[config.mk]
export PLATFORM = sky130hd
export DESIGN_NAME = adiabatic_clock_phaser
export DESIGN_NICKNAME = d
export VERILOG_FILES = /design/src/rtl/adiabatic_clock_phaser.sv
export SDC_FILE = /design/constraint.sdc
export NUM_CORES = 1
export LEC_CHECK = 0
export ABC_AREA = 1
export CORE_MARGIN = 2
export CORE_UTILIZATION = 30
export DETAILED_ROUTE_END_ITERATION = 16
export GPL_ROUTABILITY_DRIVEN = 0
export PLACE_DENSITY_LB_ADDON = 0.15
export SLEW_MARGIN = 10
export SYNTH_ARGS = -nofsm -noshare
export SYNTH_HDL_FRONTEND = slang
export SYNTH_SLANG_ARGS = --single-unit
[constraint.sdc]
create_clock -name clk -period 2.95 [get_ports clk]
set_input_delay 0.59 -clock clk [delete_from_list [all_inputs] [get_ports clk]]
set_output_delay 0.59 -clock clk [all_outputs]
set_load 0.05 [all_outputs]
[src/rtl/adiabatic_clock_phaser.sv]
// Four-phase trapezoidal power-clock step-code sequencer for the adiabatic driver cells.
// Each phase ramps up, holds, ramps down and waits, running one segment behind the previous phase.
module adiabatic_clock_phaser #(
    parameter  int SEG = 8,
    localparam int CW  = $clog2(SEG + 1)
) (
    input  logic            clk,
    input  logic            rst_n,
    input  logic            en,
    input  logic            stall,
    output logic [4*CW-1:0] clkpos_code,
    output logic [4*CW-1:0] clkneg_code,
    output logic [3:0]      active,
    output logic            running,
    output logic            period_start
);
    localparam int SW = (SEG > 1) ? $clog2(SEG) : 1;

    localparam logic [1:0] ST_IDLE  = 2'd0;
    localparam logic [1:0] ST_RUN   = 2'd1;
    localparam logic [1:0] ST_DRAIN = 2'd2;

    localparam logic [SW-1:0] CNT_LAST  = SW'(SEG - 1);
    localparam logic [CW-1:0] CODE_FULL = CW'(SEG);

    logic [1:0]      state, state_nx;
    logic [SW-1:0]   seg_cnt, cnt_nx;
    logic [1:0]      seg_idx, idx_nx;
    logic [3:0]      act_nx;
    logic [4*CW-1:0] pos_nx, neg_nx;
    logic            upd, arm_ok, ps_nx;

    // Trapezoid step code for one phase given its own segment number s.
    function automatic logic [CW-1:0] phase_code(input logic [1:0]    s,
                                                 input logic [SW-1:0] cnt,
                                                 input logic          armed);
        logic [CW-1:0] c;
        c = '0;
        if (armed) begin
            case (s)
                2'd0:    c = CW'(cnt) + CW'(1);
                2'd1:    c = CODE_FULL;
                2'd2:    c = CODE_FULL - CW'(1) - CW'(cnt);
                default: c = '0;
            endcase
        end
        return c;
    endfunction

    always_comb begin
        state_nx = state;
        cnt_nx   = seg_cnt;
        idx_nx   = seg_idx;
        act_nx   = active;
        upd      = 1'b0;
        arm_ok   = 1'b0;
        pos_nx   = '0;
        neg_nx   = '0;
        ps_nx    = 1'b0;

        case (state)
            ST_IDLE: begin
                // Start only on an unstalled edge so phase 0 arms on the very first counter value.
                if (en && !stall) begin
                    state_nx = ST_RUN;
                    upd      = 1'b1;
                    arm_ok   = 1'b1;
                end
            end
            default: begin
                if (en)
                    state_nx = ST_RUN;
                else if (state == ST_DRAIN && active == 4'b0000 && !stall)
                    state_nx = ST_IDLE;
                else
                    state_nx = ST_DRAIN;

                if (!stall) begin
                    upd    = 1'b1;
                    arm_ok = (state_nx == ST_RUN);
                    if (state_nx == ST_IDLE) begin
                        cnt_nx = '0;
                        idx_nx = '0;
                    end else if (seg_cnt == CNT_LAST) begin
                        cnt_nx = '0;
                        idx_nx = seg_idx + 2'd1;
                    end else begin
                        cnt_nx = seg_cnt + SW'(1);
                    end
                end
            end
        endcase

        if (upd) begin
            for (int k = 0; k < 4; k++) begin
                if ((idx_nx - 2'(k)) == 2'd0 && cnt_nx == '0 && arm_ok)
                    act_nx[k] = 1'b1;
                else if ((idx_nx - 2'(k)) == 2'd3)
                    act_nx[k] = 1'b0;
            end
        end

        for (int k = 0; k < 4; k++) begin
            pos_nx[k*CW +: CW] = phase_code(idx_nx - 2'(k), cnt_nx, act_nx[k]);
            neg_nx[k*CW +: CW] = CODE_FULL - pos_nx[k*CW +: CW];
        end

        // period_start is an event, so a stalled or idle edge never repeats it.
        ps_nx = upd && (state_nx != ST_IDLE) && idx_nx == 2'd0 && cnt_nx == '0;
    end

    always_ff @(posedge clk or negedge rst_n) begin
        if (!rst_n) begin
            state        <= ST_IDLE;
            seg_cnt      <= '0;
            seg_idx      <= '0;
            active       <= '0;
            clkpos_code  <= '0;
            clkneg_code  <= {4{CODE_FULL}};
            running      <= 1'b0;
            period_start <= 1'b0;
        end else begin
            state        <= state_nx;
            running      <= (state_nx != ST_IDLE);
            period_start <= ps_nx;
            if (upd) begin
                seg_cnt     <= cnt_nx;
                seg_idx     <= idx_nx;
                active      <= act_nx;
                clkpos_code <= pos_nx;
                clkneg_code <= neg_nx;
            end
        end
    end

endmodule

==> impl_metrics.py <==
metrics = {
    "outcome": {
        "status": "completed",
    },
    "clock_network": {
        "clk_latency_ns": 0.30,
        "ctsHoldBuffers": 0,
        "clk_pin_slew_worst_paths_ns": 0.08,
        "cts_root_buf": "clkbuf_8",
        "cts_resized": 0,
        "post-cts-setup-buffer-count": 0,
        "clock_sinks": 41,
        "cts_tree": "built",
        "max-clock-path-buffers": 2,
        "h-tree-depth": 2,
        "cts_buffers": 5,
    },
    "timing": {
        "max_freq_ghz": 0.3690,
        "final_max_slew_viol_count": 0,
        "min_period_ns": 2.710,
        "hold_viol_final": 0,
        "slew-limit-headroom_pct": 37.54,
        "post-route-period-util_pct": 91.87,
        "hold_ws_ns": 0.4241,
        "clock_skew_ns": 0.007223,
        "worst_pin_slew_ns": 0.9369,
        "rsz0062_at_grt": "false",
        "worst_slack_ns": 0.2399,
        "finalSetupViolCount": 0,
        "setup_tns_ns": 0,
    },
    "global_routing": {
        "antenna_found_initial": 0,
        "grt_pass1_wl_mm": 9.729,
        "grt_pass1_vias": 2076,
        "grt_util_all_layers_pct": 14.20,
        "grt_overflow": 0,
        "grt_max_degree": 42,
    },
    "pwr": {
        "clkPwrFrac_pct": 15.5,
        "p_per_area_nw_per_um2": 1113,
        "switching_share_pct": 48.01,
        "p_sw_mw": 1.701,
        "share_comb_of_total_power_pct": 59.8,
        "internal_power_mw": 1.842,
        "ir_worst_vdd_mv": 0.3746,
        "p_leak_nw": 1.583,
        "seq_power_share_pct": 24.6,
    },
    "worst_setup_path": {
        "slowest_stage": "clkdlybuf4s50_1",
        "critPathMostFrequentCell": "nand2_1",
        "endpoint": "clkneg_code[14]",
        "crit_family": "simple AND/OR/NAND/NOR gates",
        "rrSetupSlack_ns": 0.29,
        "cp-startpoint": "stall",
        "r2r_start": "seg_cnt[0]",
        "rr_endpoint": "clkneg_code[14]",
        "cp.required_ns": 3.14,
        "endpoint_kind": "flip-flop",
        "max_stage_delay_ns": 0.52,
        "crit_path_start_kind": "input port",
        "reg2reg_depth": 16,
        "crit_fanout": 5,
        "worstPathArrival_ns": 2.90,
        "critPathBufInv": 4,
        "critical_path_class": "in -> reg",
        "crit_cells": 17,
        "path_cells": "clkdlybuf4s50_1, inv_2, buf_4, nand4_1, nand2_1, nor2_2, nand2_1, nand2_2, nand4_1, nand2_1, nand2_1, nor3_1, inv_1, ha_1, xor2_1, nand2_1, nand2_1",
    },
    "finish": {
        "finalNetCount": 382,
        "fin_util_pct": 41.42,
        "area.growth.synth_to_final_pct": 35.01,
        "regArea_sq_um": 1031,
        "final_cell_mix": "nand2_1 (104), clkdlybuf4s50_1 (40), dfrtp_1 (37)",
        "fill_cells": 836,
        "mostFrequentLayoutCell": "nand2_1",
        "diodes": 0,
        "drive_above_1_share_pct": 21.51,
        "multi_input_area_sq_um": 1137,
        "final_area_sq_um": 3184,
    },
    "floorplanning": {
        "core_sq_um": 7687,
        "rows": 32,
        "ios": 42,
        "initial_core_util_pct": 30.68,
        "die_x_um": 92.67,
        "die_h_um": 92.67,
        "die-area_sq_um": 8587,
    },
    "synth": {
        "post_synth_instance_area_sq_um": 2359,
        "ys_types": 28,
        "syn_nets": 316,
        "yosys_register_bits": 41,
        "yosys_warnings": 0,
        "yosysSeqAreaShare_pct": 43.71,
        "syn-mean-instance-area_sq_um": 7.733,
        "synthCells": 305,
    },
    "drt": {
        "antenna_left": 0,
        "drt_wl_total_mm": 5.637,
        "dr_wl_met2_mm": 2.609,
        "viasPerCell": 4.382,
        "top_layer": "met4",
        "vias": 2077,
        "wl_met1_mm": 2.773,
        "drt_iter0_markers": 99,
        "drc": 0,
        "dr.pass1.iters": 5,
        "post_drt_wl_per_cell_um": 11.89,
        "wl_met3_um": 204,
    },
    "placement": {
        "post_dp_cell_area_sq_um": 3047,
        "dp_worst_setup_slack_ns": -0.08915,
        "hpwl_mm": 4.332,
        "port_buffers": 41,
    },
    "flow_run": {
        "drv_cap": 0,
    },
    "hold_path": {
        "hold_path_class": "in -> async",
    },
}
[cell usage after synthesis]
library cell | count | share of area (%)
a21o_1 | 1 | 0.32
a21oi_1 | 3 | 0.64
a21oi_4 | 1 | 0.69
buf_2 | 2 | 0.42
buf_4 | 4 | 1.3
clkbuf_1 | 4 | 0.64
dfrtp_1 | 37 | 39
dfstp_2 | 4 | 4.5
ha_1 | 7 | 3.7
inv_1 | 31 | 4.9
inv_2 | 5 | 0.80
nand2_1 | 104 | 17
nand2_2 | 11 | 2.9
nand2_4 | 6 | 2.9
nand3_1 | 16 | 3.4
nand3_2 | 3 | 1.3
nand3_4 | 1 | 0.74
nand4_1 | 5 | 1.3
nor2_1 | 22 | 3.5
nor2_2 | 7 | 1.9
nor2_4 | 3 | 1.4
nor3_1 | 1 | 0.21
nor3_4 | 1 | 0.69
o21ai_0 | 15 | 3.2
o21ai_1 | 6 | 1.3
or2_1 | 1 | 0.27
or2_2 | 1 | 0.27
xor2_1 | 3 | 1.1
[sequential cells by signal, indices dropped and copies added (netlist names)]
signal        count
state             2
clkpos_code      16
clkneg_code      12
seg_idx           2
period_start      1
running           1
seg_cnt           3
active            4
[kinds of logic (layout without fill, tap and decap cells)]
family	count (synthesis)	count (layout)	synth area share (%)
and+or+nand+nor	182	182	37.29
buffers and inverters	46	113	8.064
DFF	41	41	43.71
AOI/OAI and AO/OA	26	26	6.101
adders and majority gates	7	7	3.713
xor gates and xnor gates	3	3	1.114
[per-stage QoR]
step / power [mW] / instances
6_report: 3.544 / 474
5_1_grt: 3.815 / 474
4_1_cts: 3.587 / 474
3_5_place_dp: 3.021 / 466
3_3_place_gp: 3.017 / 466
2_1_floorplan: 2.305 / 305
[power groups by stage]
stage	combinational [mW]	clock, mW	sequential (mW)
after floorplan	0.902	0	1.40
after global placement	2.13	0	0.886
after detailed placement	2.13	0	0.887
after CTS	2.14	0.568	0.877
after global routing	2.32	0.591	0.901
final	2.12	0.551	0.872
[cell type report]
type | instances | area share (%)
Clock buffer | 5 | 2.161
Sequential cell | 41 | 32.38
Inverter | 36 | 4.244
Tap cell | 102 | 4.008
Multi-Input combinational cell | 218 | 35.72
Clock inverter | 3 | 2.161
Timing Repair Buffer | 69 | 19.33
[worst min-delay path by stage]
stage / startpoint / to / depth (start not counted)
floorplan: rst_n / active[0] / 0
global placement: clkpos_code[11] / clkpos_code[11] / 2
detailed placement: clkneg_code[14] / clkneg_code[14] / 2
CTS: rst_n / clkpos_code[11] / 1
global route: rst_n / seg_idx[1] / 1
finish: rst_n / seg_cnt[0] / 1
[routing by layer]
metal	vias to the layer above	track usage (%)
li1	1077	-
met3	4	2.278
met4	0	3.309
met1	956	19.86
met2	40	23.18
met5	-	0
No activity file was read; power rests on OpenSTA's default activity.
